[src/rtl/task_dispatcher_pkg.sv]
// Shared types and helpers for the task dispatcher: FSM state encoding,
// width helpers and the rotating lowest-set-bit picker used by both arbiters.
package task_dispatcher_pkg;

  typedef enum logic [1:0] {
    IDLE = 2'd0,
    BOOT = 2'd1,
    RUN  = 2'd2,
    DONE = 2'd3
  } state_t;

  localparam int MAX_PROCS = 32;

  typedef struct packed {
    logic       found;
    logic [4:0] idx;
  } pick_t;

  function automatic int ptr_w(input int n);
    return (n > 1) ? $clog2(n) : 1;
  endfunction

  function automatic int lvl_w(input int depth);
    return $clog2(depth) + 1;
  endfunction

  // Lowest set bit of mask at or after ptr, wrapping at n (n <= MAX_PROCS).
  function automatic pick_t rr_pick(input logic [MAX_PROCS-1:0] mask,
                                    input int ptr, input int n);
    pick_t r;
    int    idx;
    r = '0;
    for (int k = 0; k < MAX_PROCS; k++) begin
      idx = ptr + k;
      if (idx >= n) idx = idx - n;
      if ((k < n) && !r.found && mask[idx[4:0]]) begin
        r.found = 1'b1;
        r.idx   = idx[4:0];
      end
    end
    return r;
  endfunction

endpackage

[src/rtl/task_dispatcher_fifo.sv]
// Show-ahead FIFO holding queued task addresses; pointers carry an extra
// wrap bit so full and empty are distinguished without a separate counter.
module dispatch_fifo #(
  parameter int DEPTH = 16,
  parameter int WIDTH = 8
) (
  input  logic                     clock,
  input  logic                     reset,
  input  logic                     flush,
  input  logic                     push,
  input  logic                     pop,
  input  logic [WIDTH-1:0]         din,
  output logic [WIDTH-1:0]         dout,
  output logic                     full,
  output logic                     empty,
  output logic [$clog2(DEPTH):0]   level
);

  localparam int AW = $clog2(DEPTH);

  logic [WIDTH-1:0] mem [DEPTH];
  logic [AW:0]      wr_ptr;
  logic [AW:0]      rd_ptr;
  logic             do_push;
  logic             do_pop;

  assign empty   = (wr_ptr == rd_ptr);
  assign full    = (wr_ptr[AW] != rd_ptr[AW]) && (wr_ptr[AW-1:0] == rd_ptr[AW-1:0]);
  assign level   = wr_ptr - rd_ptr;
  assign dout    = mem[rd_ptr[AW-1:0]];
  // A push into a full queue is only legal when the head leaves in the same cycle.
  assign do_pop  = pop && !empty;
  assign do_push = push && (!full || do_pop);

  always_ff @(posedge clock) begin
    if (reset || flush) begin
      wr_ptr <= '0;
      rd_ptr <= '0;
    end else begin
      if (do_push) wr_ptr <= wr_ptr + 1'b1;
      if (do_pop)  rd_ptr <= rd_ptr + 1'b1;
    end
  end

  always_ff @(posedge clock) begin
    if (do_push && !reset && !flush) mem[wr_ptr[AW-1:0]] <= din;
  end

endmodule

[src/rtl/task_dispatcher.sv]
// Task dispatcher: queues spawned task addresses and launches them on free
// processors with round-robin fairness; boots the first task and detects completion.
//
// state | meaning
// IDLE  | waiting for start after reset
// BOOT  | one cycle, issues the boot launch to processor 0
// RUN   | accepting spawns, launching queued tasks, watching for termination
// DONE  | all work finished; left only by reset or a new start
module task_dispatcher
  import task_dispatcher_pkg::*;
#(
  parameter int                PROC_CNT    = 4,
  parameter int                ADDR_W      = 8,
  parameter int                QUEUE_DEPTH = 16,
  parameter logic [ADDR_W-1:0] BOOT_ADDR   = '0
) (
  input  logic                         clock,
  input  logic                         reset,
  input  logic                         start,
  input  logic [PROC_CNT-1:0]          spawn_valid,
  input  logic [PROC_CNT*ADDR_W-1:0]   spawn_addr,
  output logic [PROC_CNT-1:0]          spawn_ready,
  input  logic [PROC_CNT-1:0]          busy,
  output logic [PROC_CNT-1:0]          launch,
  output logic [ADDR_W-1:0]            launch_addr,
  output logic [$clog2(QUEUE_DEPTH):0] queue_level,
  output logic                         running,
  output logic                         done
);

  localparam int PTR_W = ptr_w(PROC_CNT);
  localparam int LVL_W = lvl_w(QUEUE_DEPTH);

  state_t              state, state_next;
  logic [PTR_W-1:0]    spawn_ptr, spawn_ptr_next;
  logic [PTR_W-1:0]    launch_ptr, launch_ptr_next;
  logic [PROC_CNT-1:0] pending, pending_next;
  logic [PROC_CNT-1:0] free;
  logic [PROC_CNT-1:0] launch_next;
  logic [ADDR_W-1:0]   launch_addr_next;
  pick_t               spawn_pick, launch_pick;

  logic              fifo_flush, fifo_push, fifo_pop;
  logic              fifo_full, fifo_empty;
  logic [ADDR_W-1:0] fifo_din, fifo_dout;
  logic [LVL_W-1:0]  fifo_level;

  dispatch_fifo #(
    .DEPTH (QUEUE_DEPTH),
    .WIDTH (ADDR_W)
  ) u_fifo (
    .clock (clock),
    .reset (reset),
    .flush (fifo_flush),
    .push  (fifo_push),
    .pop   (fifo_pop),
    .din   (fifo_din),
    .dout  (fifo_dout),
    .full  (fifo_full),
    .empty (fifo_empty),
    .level (fifo_level)
  );

  assign queue_level = fifo_level;
  assign running     = (state == BOOT) || (state == RUN);
  assign done        = (state == DONE);
  assign free        = ~busy & ~pending;

  always_comb begin
    state_next       = state;
    spawn_ready      = '0;
    fifo_flush       = 1'b0;
    fifo_push        = 1'b0;
    fifo_pop         = 1'b0;
    fifo_din         = '0;
    spawn_ptr_next   = spawn_ptr;
    launch_ptr_next  = launch_ptr;
    // A processor seen busy has picked up its launch; its pending flag retires.
    pending_next     = pending & ~busy;
    launch_next      = '0;
    launch_addr_next = '0;
    spawn_pick       = rr_pick(MAX_PROCS'(spawn_valid), int'(spawn_ptr), PROC_CNT);
    launch_pick      = rr_pick(MAX_PROCS'(free), int'(launch_ptr), PROC_CNT);

    case (state)
      IDLE, DONE: begin
        if (start) begin
          state_next   = BOOT;
          fifo_flush   = 1'b1;
          pending_next = '0;
        end
      end
      BOOT: begin
        state_next       = RUN;
        launch_next[0]   = 1'b1;
        launch_addr_next = BOOT_ADDR;
        pending_next[0]  = 1'b1;
      end
      RUN: begin
        fifo_pop = !fifo_empty && launch_pick.found;
        if (fifo_pop) begin
          for (int i = 0; i < PROC_CNT; i++) begin
            if (i == int'(launch_pick.idx)) begin
              launch_next[i]  = 1'b1;
              pending_next[i] = 1'b1;
            end
          end
          launch_addr_next = fifo_dout;
          launch_ptr_next  = PTR_W'((int'(launch_pick.idx) + 1) % PROC_CNT);
        end
        // A full queue still takes a spawn when its head is leaving this cycle.
        if (spawn_pick.found && (!fifo_full || fifo_pop)) begin
          fifo_push = 1'b1;
          for (int i = 0; i < PROC_CNT; i++) begin
            if (i == int'(spawn_pick.idx)) begin
              spawn_ready[i] = 1'b1;
              fifo_din       = spawn_addr[i*ADDR_W +: ADDR_W];
            end
          end
          spawn_ptr_next = PTR_W'((int'(spawn_pick.idx) + 1) % PROC_CNT);
        end
        if (fifo_empty && (busy == '0) && (pending == '0) && (spawn_valid == '0))
          state_next = DONE;
      end
      default: state_next = IDLE;
    endcase
  end

  always_ff @(posedge clock) begin
    if (reset) begin
      state       <= IDLE;
      spawn_ptr   <= '0;
      launch_ptr  <= '0;
      pending     <= '0;
      launch      <= '0;
      launch_addr <= '0;
    end else begin
      state       <= state_next;
      spawn_ptr   <= spawn_ptr_next;
      launch_ptr  <= launch_ptr_next;
      pending     <= pending_next;
      launch      <= launch_next;
      launch_addr <= launch_addr_next;
    end
  end

endmodule

[config.mk]
export PLATFORM = sky130hd
export DESIGN_NAME = task_dispatcher
export DESIGN_NICKNAME = d
export VERILOG_FILES = /design/src/rtl/task_dispatcher_pkg.sv /design/src/rtl/task_dispatcher_fifo.sv /design/src/rtl/task_dispatcher.sv
export SDC_FILE = /design/constraint.sdc
export NUM_CORES = 1
export LEC_CHECK = 0
export BUFFER_PORTS_ARGS = -buffer_cell sky130_fd_sc_hd__buf_2
export CAP_MARGIN = 10
export CORE_MARGIN = 3
export CORE_UTILIZATION = 40
export CTS_CLUSTER_SIZE = 40
export DETAILED_ROUTE_END_ITERATION = 8
export PLACE_DENSITY = 0.57
export RECOVER_POWER = 50
export SLEW_MARGIN = 20
export SYNTH_ARGS = -nofsm -noshare
export SYNTH_HDL_FRONTEND = slang
export SYNTH_SLANG_ARGS = --single-unit
export TNS_END_PERCENT = 30
[constraint.sdc]
create_clock -name clock -period 4.1 [get_ports clock]
set_input_delay 0.41 -clock clock [delete_from_list [all_inputs] [get_ports clock]]
set_output_delay 0.41 -clock clock [all_outputs]
set_load 0.005 [all_outputs]
==> flow_metrics.env, run 1 <==
export IMPL_status="finished, final reports clean"
export IMPL_avgSynthCellArea_um2=14.5
export IMPL_ys_top_cells_by_area="edfxtp_1, mux4_2, dfxtp_1"
export IMPL_grt_pass1_wl_mm=26.5
export IMPL_finalMaxSlewViolations=0
export IMPL_synth_net_count=585
export IMPL_gp_congestion=0.847
export IMPL_drt_iter0_drc=317
export IMPL_worstMarginPinSlew_ns=1.10
export IMPL_areaGrowthSynthToFinish_pct=16.3
export IMPL_cts_tree="built"
export IMPL_antenna_found_initial=0
export IMPL_report_final_setup_viol=0
export IMPL_period_share=0.911
export IMPL_ir_drop_mv=0.515
export IMPL_path_class="reg -> reg"
export IMPL_p_total_mw=5.13
export IMPL_synth_common_cells="edfxtp_1, nor2_1, mux4_2, a21oi_1, dfxtp_1"
export IMPL_clk_latency_ns=0.43
export IMPL_cp_data_arrival_time_ns=3.87
export IMPL_min_period_ns=3.73
export IMPL_pre_cts_slack_ns=0.125
export IMPL_post_cts_resized=0
export IMPL_overflow=0
export IMPL_drc_errors=0
export IMPL_die_y_um=142
export IMPL_port_buffers=65
export IMPL_setup_tns_final_ns=0
export IMPL_via_per_inst=5.44
export IMPL_ys_ff_latch=160
export IMPL_grt_setup_unrepaired="no"
export IMPL_maxCapViolCount=0
export IMPL_async_flop_share=0
export IMPL_fillers=1559
export IMPL_fmax_mhz=268
export IMPL_final_hold_viol_count=0
export IMPL_ys_warn_count=0
export IMPL_ctsHoldBuffers=0
export IMPL_cts_buffers=17
export IMPL_grt_pass1_vias=4693
export IMPL_min_path_cells=2
export IMPL_drive_above_1_share=0.256
export IMPL_path_clk_slew_ns=0.07
export IMPL_core_area_mm2=0.0181
export IMPL_cts_max_level=4
export IMPL_syn_inst=514
export IMPL_grt_max_degree=37
export IMPL_dieArea_mm2=0.0203
export IMPL_num_vias=4628
export IMPL_hold_path_class="in -> reg"
export IMPL_yosysUniqueCellTypes=56
export IMPL_power_density_mw_per_mm2=593
export IMPL_drt_total_wl_mm=16.8
export IMPL_postRouteAntennaNets=0
export IMPL_clock_path_buffers=2
export IMPL_cts_setup_buffers=0
export IMPL_critPathRequiredTime_ns=4.23
export IMPL_dr_pass1_iters=5
export IMPL_root_buffer="clkbuf_16"
export IMPL_yosys_area_top_type="edfxtp_1"
export IMPL_grtUsageTotal=0.175
export IMPL_num_nets_final=679
export IMPL_die_w_um=142
export IMPL_dp_hpwl_mm=11.3
export IMPL_rows=49
export IMPL_synth_area_mm2=0.00743
export IMPL_synthFlopType="edfxtp_1"
export IMPL_endpoint_kind="flop"
export IMPL_slew_headroom=0.270
export IMPL_wire_per_inst_um=19.7
export IMPL_initial_core_util=0.411
export IMPL_synth_top_area_frac=0.517
export IMPL_worstPathMaxFanout=16
export IMPL_synth_enable_flop_cells=128
export IMPL_ios=66
export IMPL_start_kind="flop"
export IMPL_synth_seq_area_share=0.603
export IMPL_static_leakage_power_nw=3.04
export IMPL_yosys_cell_count_top_type="edfxtp_1"
export IMPL_ff2ff_path_depth=12
export IMPL_fin_skew_ns=0.00968
export IMPL_setup_ws_ns=0.366
export IMPL_worst_hold_slack_ns=0.234
export IMPL_diodes=0
export IMPL_clkSinkCount=160
[layout by cell type (no fill, tap or decap), types with 13 or more instances in the layout]
cell       netlist  routed
a21oi_1         34      34
buf_2            5      52
buf_4            0      16
clkbuf_1        15      30
clkbuf_16        0      17
dfxtp_1         32      31
edfxtp_1       128     128
ha_1            27      27
inv_1           26      28
mux4_2          46      46
nand2_1         13      13
nor2_1          56      52
[metrics by stage]
step | cell area (um^2) | cells | util
2_1_floorplan | 7430 | 514 | -
3_3_place_gp | 8200 | 818 | 0.453
3_5_place_dp | 8200 | 818 | 0.453
4_1_cts | 8750 | 850 | 0.484
5_1_grt | 8650 | 850 | 0.478
6_report | 8650 | 850 | 0.478
[per-layer routing]
metal  track usage  share of wire
met1         0.227           0.44
met2         0.299           0.50
met3        0.0373          0.052
met4        0.0505          0.012
met5             0              0
[cell families (layout without fill, tap and decap cells)]
logic type               Yosys count  in the layout  share of synthesized area
buffers and inverters             52            159                     0.0281
multiplexers                      57             57                      0.155
XOR/XNOR                           6              6                    0.00707
AND/OR/NAND/NOR                  135            135                     0.0906
adder cells (fa/ha/maj)           28             28                     0.0481
AO/OA/AOI/OAI                     76             76                     0.0682
flip-flops                       160            160                      0.603
[worst max-delay path, cell delays in order, from the launching register on]
cell,delay [ns]
dfxtp_1,0.33
inv_1,0.07
ha_1,0.43
mux4_2,0.58
o21bai_1,0.18
a32oi_1,0.35
inv_1,0.12
ha_1,0.23
nor2b_1,0.28
a221oi_1,0.14
nor3_1,0.15
a21oi_1,0.07
nor2_2,0.52
[power breakdown]
| part | internal (mW) | total, mW | switching (mW) |
|---|---|---|---|
| logic | 0.644 | 1.65 | 1.00 |
| clock network | 0.791 | 1.46 | 0.668 |
| registers | 1.99 | 2.02 | 0.0347 |
[registers in the layout, indices dropped and copies added, names as in the netlist]
| name | count |
|---|---|
| u_fifo.wr_ptr | 5 |
| launch_addr | 8 |
| launch | 4 |
| u_fifo.rd_ptr | 5 |
| pending | 4 |
| spawn_ptr | 2 |
| state | 2 |
| u_fifo.mem | 128 |
| launch_ptr | 2 |
[path summary, 6_finish.rpt]
path / to / slack, ns / startpoint
min: state[1]$_SDFFE_PP0P_ / 0.23 / start
max: u_fifo.mem[5][1]$_DFFE_PP_ / 0.37 / spawn_ptr[1]$_SDFFE_PP0P_
max reg2reg: u_fifo.mem[5][1]$_DFFE_PP_ / 0.37 / spawn_ptr[1]$_SDFFE_PP0P_
min reg2reg: u_fifo.wr_ptr[4]$_SDFFE_PP0P_ / 0.49 / u_fifo.wr_ptr[4]$_SDFFE_PP0P_
[layout make-up]
cell class | count | area, um^2 | share of cell area
Tap cell | 229 | 287 | 0.0331
Timing Repair Buffer | 99 | 498 | 0.0576
Clock buffer | 17 | 425 | 0.0492
Multi-Input combinational cell | 302 | 2720 | 0.315
Sequential cell | 160 | 4490 | 0.519
Inverter | 28 | 105 | 0.0122
Clock inverter | 15 | 124 | 0.0143
No activity file was read; power rests on OpenSTA's default activity.
==> run 2: changes to the inputs <==
CORE_UTILIZATION = 54   (was 40)
PLACE_DENSITY = 0.74   (was 0.57)
clock period = 3.2 ns   (was 4.1 ns; I/O delays follow)
==> run 2 against run 1 <==
- die area decreased by 25%
- routed wire length increased by 3.3%
- sequential share of layout area fell by 2.8 points
- non-clock buffer count increased by 18
- final cell count is 3.9% lower
- critical path type unchanged
- largest cell class unchanged
- largest power group is now combinational logic
==> flow_metrics.env, run 2 (synthesis results as in run 1) <==
export IMPL_dp_cells=771
export IMPL_grt_setup_unrepaired="yes"
export IMPL_internal_power_mw=5.06
export IMPL_cp_num_buf_inv=4
export IMPL_root_buffer="clkbuf_16"
export IMPL_hp_start="start"
export IMPL_worstMarginPinSlew_ns=1.00
export IMPL_largest_reg_flops=128
export IMPL_finalMaxSlewViolations=0
export IMPL_fmax_mhz=319
export IMPL_sequentialPowerShare=0.335
export IMPL_areaGrowthSynthToFinish_pct=23.0
export IMPL_path_cells="inv_2 -> ha_4 -> mux4_2 -> o21bai_1 -> a32oi_2 -> buf_4 -> ha_2 -> nor2b_4 -> buf_4 -> a221oi_2 -> nor3_1 -> a21oi_2 -> nor2_4 -> buf_12"
export IMPL_path_clk_slew_ns=0.07
export IMPL_critical_path_startpoint="spawn_ptr[1]$_SDFFE_PP0P_"
export IMPL_static_leakage_power_nw=3.30
export IMPL_grtUsageTotal=0.237
export IMPL_ir_drop_mv=0.861
export IMPL_post_route_cell_area_mm2=0.00914
export IMPL_slowest_stage="mux4_2"
export IMPL_hold_path_class="in -> reg"
export IMPL_start_kind="flop"
export IMPL_max_stage_delay_ns=0.53
export IMPL_cp_data_arrival_time_ns=3.41
export IMPL_clkSinkCount=160
export IMPL_worstPathMaxFanout=16
export IMPL_dp_hpwl_mm=10.7
export IMPL_drt_iter0_drc=468
export IMPL_final_hold_viol_count=0
export IMPL_r2r_start="spawn_ptr[1]$_SDFFE_PP0P_"
export IMPL_postRouteAntennaNets=0
export IMPL_fin_skew_ns=0.0110
export IMPL_grt_pass1_wl_mm=26.7
export IMPL_fin_cells=817
export IMPL_cts_tree="built"
export IMPL_cp_top_family="simple AND/OR/NAND/NOR gates"
export IMPL_num_vias=4911
export IMPL_clock_path_buffers=2
export IMPL_period_share=0.978
export IMPL_path_class="reg -> reg"
export IMPL_final_common_cell="edfxtp_1"
export IMPL_die_y_um=123
export IMPL_wire_per_inst_um=21.2
export IMPL_core_area_mm2=0.0133
export IMPL_rows=42
export IMPL_switchingPower_mw=2.68
export IMPL_final_core_util=0.685
export IMPL_ios=66
export IMPL_critPathRequiredTime_ns=3.48
export IMPL_drc_errors=0
export IMPL_cp_common_cell="buf_4"
export IMPL_final_cell_mix="edfxtp_1, buf_2, nor2_1"
export IMPL_pwr_share_clk=0.262
export IMPL_antenna_found_initial=0
export IMPL_maxCapViolCount=0
export IMPL_dieArea_mm2=0.0152
export IMPL_gp_congestion=0.879
export IMPL_cts_buffers=17
export IMPL_dr_pass1_iters=5
export IMPL_placed_cell_area_mm2=0.00823
export IMPL_drive_above_1_share=0.370
export IMPL_min_period_ns=3.13
export IMPL_drt_total_wl_mm=17.3
export IMPL_power_density_mw_per_mm2=847
export IMPL_die_w_um=123
export IMPL_endpoint_kind="flop"
export IMPL_overflow=0
export IMPL_via_per_inst=6.01
export IMPL_report_final_setup_viol=0
export IMPL_multi_input_area_mm2=0.00296
export IMPL_port_buffers=65
export IMPL_slew_headroom=0.333
export IMPL_initial_core_util=0.557
export IMPL_grt_max_degree=37
export IMPL_cts_max_level=4
export IMPL_status="finished, final reports clean"
export IMPL_power_share_switching=0.346
export IMPL_seq_area_mm2=0.00449
export IMPL_clk_latency_ns=0.42
export IMPL_diodes=0
export IMPL_grt_pass1_vias=4954
export IMPL_power_frac_comb=0.403
export IMPL_num_nets_final=699
export IMPL_fillers=914
-- run 2: cell count changes in the layout (fill, tap and decap cells not counted), moves of 5 or more --
cell,previous run,this run
inv_2,0,6
nor2_4,0,10
buf_4,16,45
clkbuf_1,30,12
inv_1,28,21
a21oi_1,34,27
ha_1,27,22
a21oi_2,0,7
buf_12,0,6
-- run 2: final cells by class --
type,count,area share
repair buffers,117,0.0847
clock buffers,18,0.0469
inverters,28,0.0118
multi-input cells,304,0.324
clock inverters,14,0.0179
flip-flops and latches,160,0.491
well taps,176,0.0241
-- run 2: final timing paths --
path                                                      end  slack [ns]  cells after the start
worst max-delay path               u_fifo.mem[8][7]$_DFFE_PP_        0.07                     14
worst min register to register  u_fifo.rd_ptr[4]$_SDFFE_PP0P_        0.51                      2
worst min-delay path                    state[1]$_SDFFE_PP0P_        0.16                      2
worst max register to register     u_fifo.mem[8][7]$_DFFE_PP_        0.07                     14
-- run 2: stage by stage --
step / TNS (ns) / hold slack (ns) / worst slack, ns / power (mW)
after floorplan: 0 / 0.436 / 0.00386 / 4.30
after global placement: -1.55 / 0.476 / -0.0351 / 4.85
after detailed placement: -16.99 / 0.496 / -0.205 / 4.95
after CTS: -0.00147 / 0.140 / -0.00147 / 7.12
after global routing: -1.41 / 0.176 / -0.0618 / 8.13
final: 0 / 0.155 / 0.0695 / 7.74
-- run 2: power groups by stage --
stage / sequential (mW) / clock (mW) / combinational, mW
2_1_floorplan: 2.64 / 0 / 1.66
3_3_place_gp: 2.64 / 0 / 2.21
3_5_place_dp: 2.64 / 0 / 2.31
4_1_cts: 2.60 / 2.05 / 2.48
5_1_grt: 2.60 / 2.13 / 3.39
6_report: 2.60 / 2.03 / 3.12
-- run 2: layer usage --
layer / up-vias / GRT usage / part of all wire
met5: - / 0 / 0
met4: 0 / 0.0657 / 0.015
met3: 20 / 0.0526 / 0.067
met2: 222 / 0.392 / 0.50
met1: 2472 / 0.320 / 0.42
li1: 2197 / - / -
-- run 2: timing repair --
item,CTS,global route
setup endpoints to repair,130,131
endpoints found under the hold margin,0,0
resized for setup,10,26
pin swaps,2,11
setup buffers,1,11
hold buffers,0,0
gates cloned,0,2
==> run 3: changes to the inputs <==
CELL_PAD_IN_SITES_DETAIL_PLACEMENT = 0   (was unset)
CELL_PAD_IN_SITES_GLOBAL_PLACEMENT = 1   (was unset)
CORE_UTILIZATION = 45   (was 54)
==> run 3 against run 2 <==
- register-to-register slack about the same
- routed wire length shrank 2.6%
- final cell count up 5.6%
- combinational power up 2%
- maximum frequency down 0.40%
- total power is 0.68% lower
- utilization is 11 points lower
- global-route usage down 4.4 points
- count of clock-buffer cells in the layout is 1 lower
- critical endpoint is now u_fifo.mem[15][6]$_DFFE_PP_
- largest cell class unchanged
- largest power group unchanged
==> flow_metrics.env, run 3 (synthesis results as in run 1) <==
export IMPL_status="finished, final reports clean"
export IMPL_drt_total_wl_mm=16.9
export IMPL_ctsHoldBuffers=0
export IMPL_areaGrowthSynthToFinish_pct=24.7
export IMPL_wire_per_inst_um=19.5
export IMPL_clk_latency_ns=0.42
export IMPL_ir_drop_mv=0.758
export IMPL_fin_skew_ns=0.00702
export IMPL_dp_hpwl_mm=10.9
export IMPL_diodes=0
export IMPL_slew_headroom=0.296
export IMPL_grt_pass1_wl_mm=26.3
export IMPL_cp_data_arrival_time_ns=3.43
export IMPL_antenna_found_initial=0
export IMPL_worst_hold_slack_ns=0.144
export IMPL_min_period_ns=3.14
export IMPL_postRouteAntennaNets=0
export IMPL_clock_path_buffers=2
export IMPL_start_kind="flop"
export IMPL_rows=46
export IMPL_ios=66
export IMPL_worstPathMaxFanout=8
export IMPL_endpoint_kind="flop"
export IMPL_overflow=0
export IMPL_root_buffer="clkbuf_16"
export IMPL_dr_pass1_iters=7
export IMPL_dp_cells=816
export IMPL_largest_reg_flops=128
export IMPL_fmax_mhz=318
export IMPL_final_common_cell="edfxtp_1"
export IMPL_setup_tns_final_ns=0
export IMPL_drt_iter0_drc=434
export IMPL_power_density_mw_per_mm2=829
export IMPL_drc_errors=0
export IMPL_drive_above_1_share=0.374
export IMPL_hold_path_class="in -> reg"
export IMPL_die_y_um=135
export IMPL_maxCapViolCount=0
export IMPL_path_clk_slew_ns=0.06
export IMPL_final_hold_viol_count=0
export IMPL_grt_max_degree=37
export IMPL_worstMarginPinSlew_ns=1.05
export IMPL_finalMaxSlewViolations=0
export IMPL_num_vias=4748
export IMPL_initial_core_util=0.464
export IMPL_report_final_setup_viol=0
export IMPL_gp_congestion=0.863
export IMPL_dieArea_mm2=0.0181
export IMPL_critPathRequiredTime_ns=3.48
export IMPL_period_share=0.982
export IMPL_core_area_mm2=0.0160
export IMPL_num_nets_final=705
export IMPL_port_buffers=65
export IMPL_fin_cells=863
export IMPL_via_per_inst=5.50
export IMPL_grt_pass1_vias=4781
export IMPL_final_cell_mix="edfxtp_1, buf_2, nor2_1"
export IMPL_cts_buffers=17
export IMPL_static_leakage_power_nw=3.34
export IMPL_die_w_um=135
export IMPL_grt_setup_unrepaired="yes"
export IMPL_clkSinkCount=160
export IMPL_grtUsageTotal=0.193
export IMPL_path_class="reg -> reg"
export IMPL_cts_tree="built"
export IMPL_cts_max_level=4
## run 3: cell types whose count changed in the layout (fill, tap and decap cells not counted), moves of 3 or more
cell	change
buf_6	+3
clkinv_2	+4
clkinv_4	+3
inv_8	-5
## run 3: area by class of cell
type / instances / area (um^2)
Tap cell: 216 / 270
Timing Repair Buffer: 125 / 885
Clock buffer: 17 / 425
Sequential cell: 160 / 4490
Inverter: 28 / 108
Multi-Input combinational cell: 302 / 2960
Clock inverter: 15 / 134
Fill cell: 1307 / 6730
## run 3: timing repair
action	4_1_cts	5_1_grt
cloned	0	1
setup endpoints to repair	130	139
endpoints found under the hold margin	0	0
pin swaps	1	8
setup buffers	5	9
resized for setup	19	23
## run 3: final timing paths
path                                         to  slack [ns]  depth (start not counted)                     startpoint
setup reg to reg    u_fifo.mem[15][6]$_DFFE_PP_        0.06                         15      spawn_ptr[0]$_SDFFE_PP0P_
hold reg to reg   u_fifo.wr_ptr[4]$_SDFFE_PP0P_        0.49                          2  u_fifo.wr_ptr[4]$_SDFFE_PP0P_
setup / recovery    u_fifo.mem[15][6]$_DFFE_PP_        0.06                         15      spawn_ptr[0]$_SDFFE_PP0P_
hold / removal            state[1]$_SDFFE_PP0P_        0.14                          2                          start
## run 3: where the power goes
group          total [mW]  internal (mW)  switching (mW)
Sequential           2.60           2.55          0.0452
Combinational        3.19           1.48            1.70
Clock                1.90           1.08           0.825
## run 3: worst max-delay path, cell delays in order, from the launching register on
cell       delay (ns)
dfxtp_4          0.35
inv_4            0.04
ha_4             0.30
mux4_2           0.54
o21bai_4         0.20
a32oi_2          0.23
inv_2            0.08
ha_4             0.18
buf_6            0.13
nand3b_1         0.17
a21oi_2          0.12
a21oi_1          0.06
nor2_1           0.15
a21oi_2          0.06
nor2_4           0.21
clkbuf_16        0.19
## run 3: metrics by stage
stage | total power [mW] | util | setup WS [ns] | instance area, um^2
after global routing | 8.12 | 0.579 | -0.0977 | 9270
after global placement | 4.88 | 0.520 | -0.0900 | 8320
final | 7.69 | 0.579 | 0.0569 | 9270
after detailed placement | 4.95 | 0.520 | -0.254 | 8320
after CTS | 7.21 | 0.565 | -0.00238 | 9040
after floorplan | 4.30 | - | 0.00386 | 7530
## run 3: metal layers
metal,vias up,global-route usage,wire length (um)
met5,-,0,0
met4,0,0.0515,222
met3,19,0.0406,1070
met2,159,0.307,7980
met1,2360,0.275,7580
li1,2210,-,-
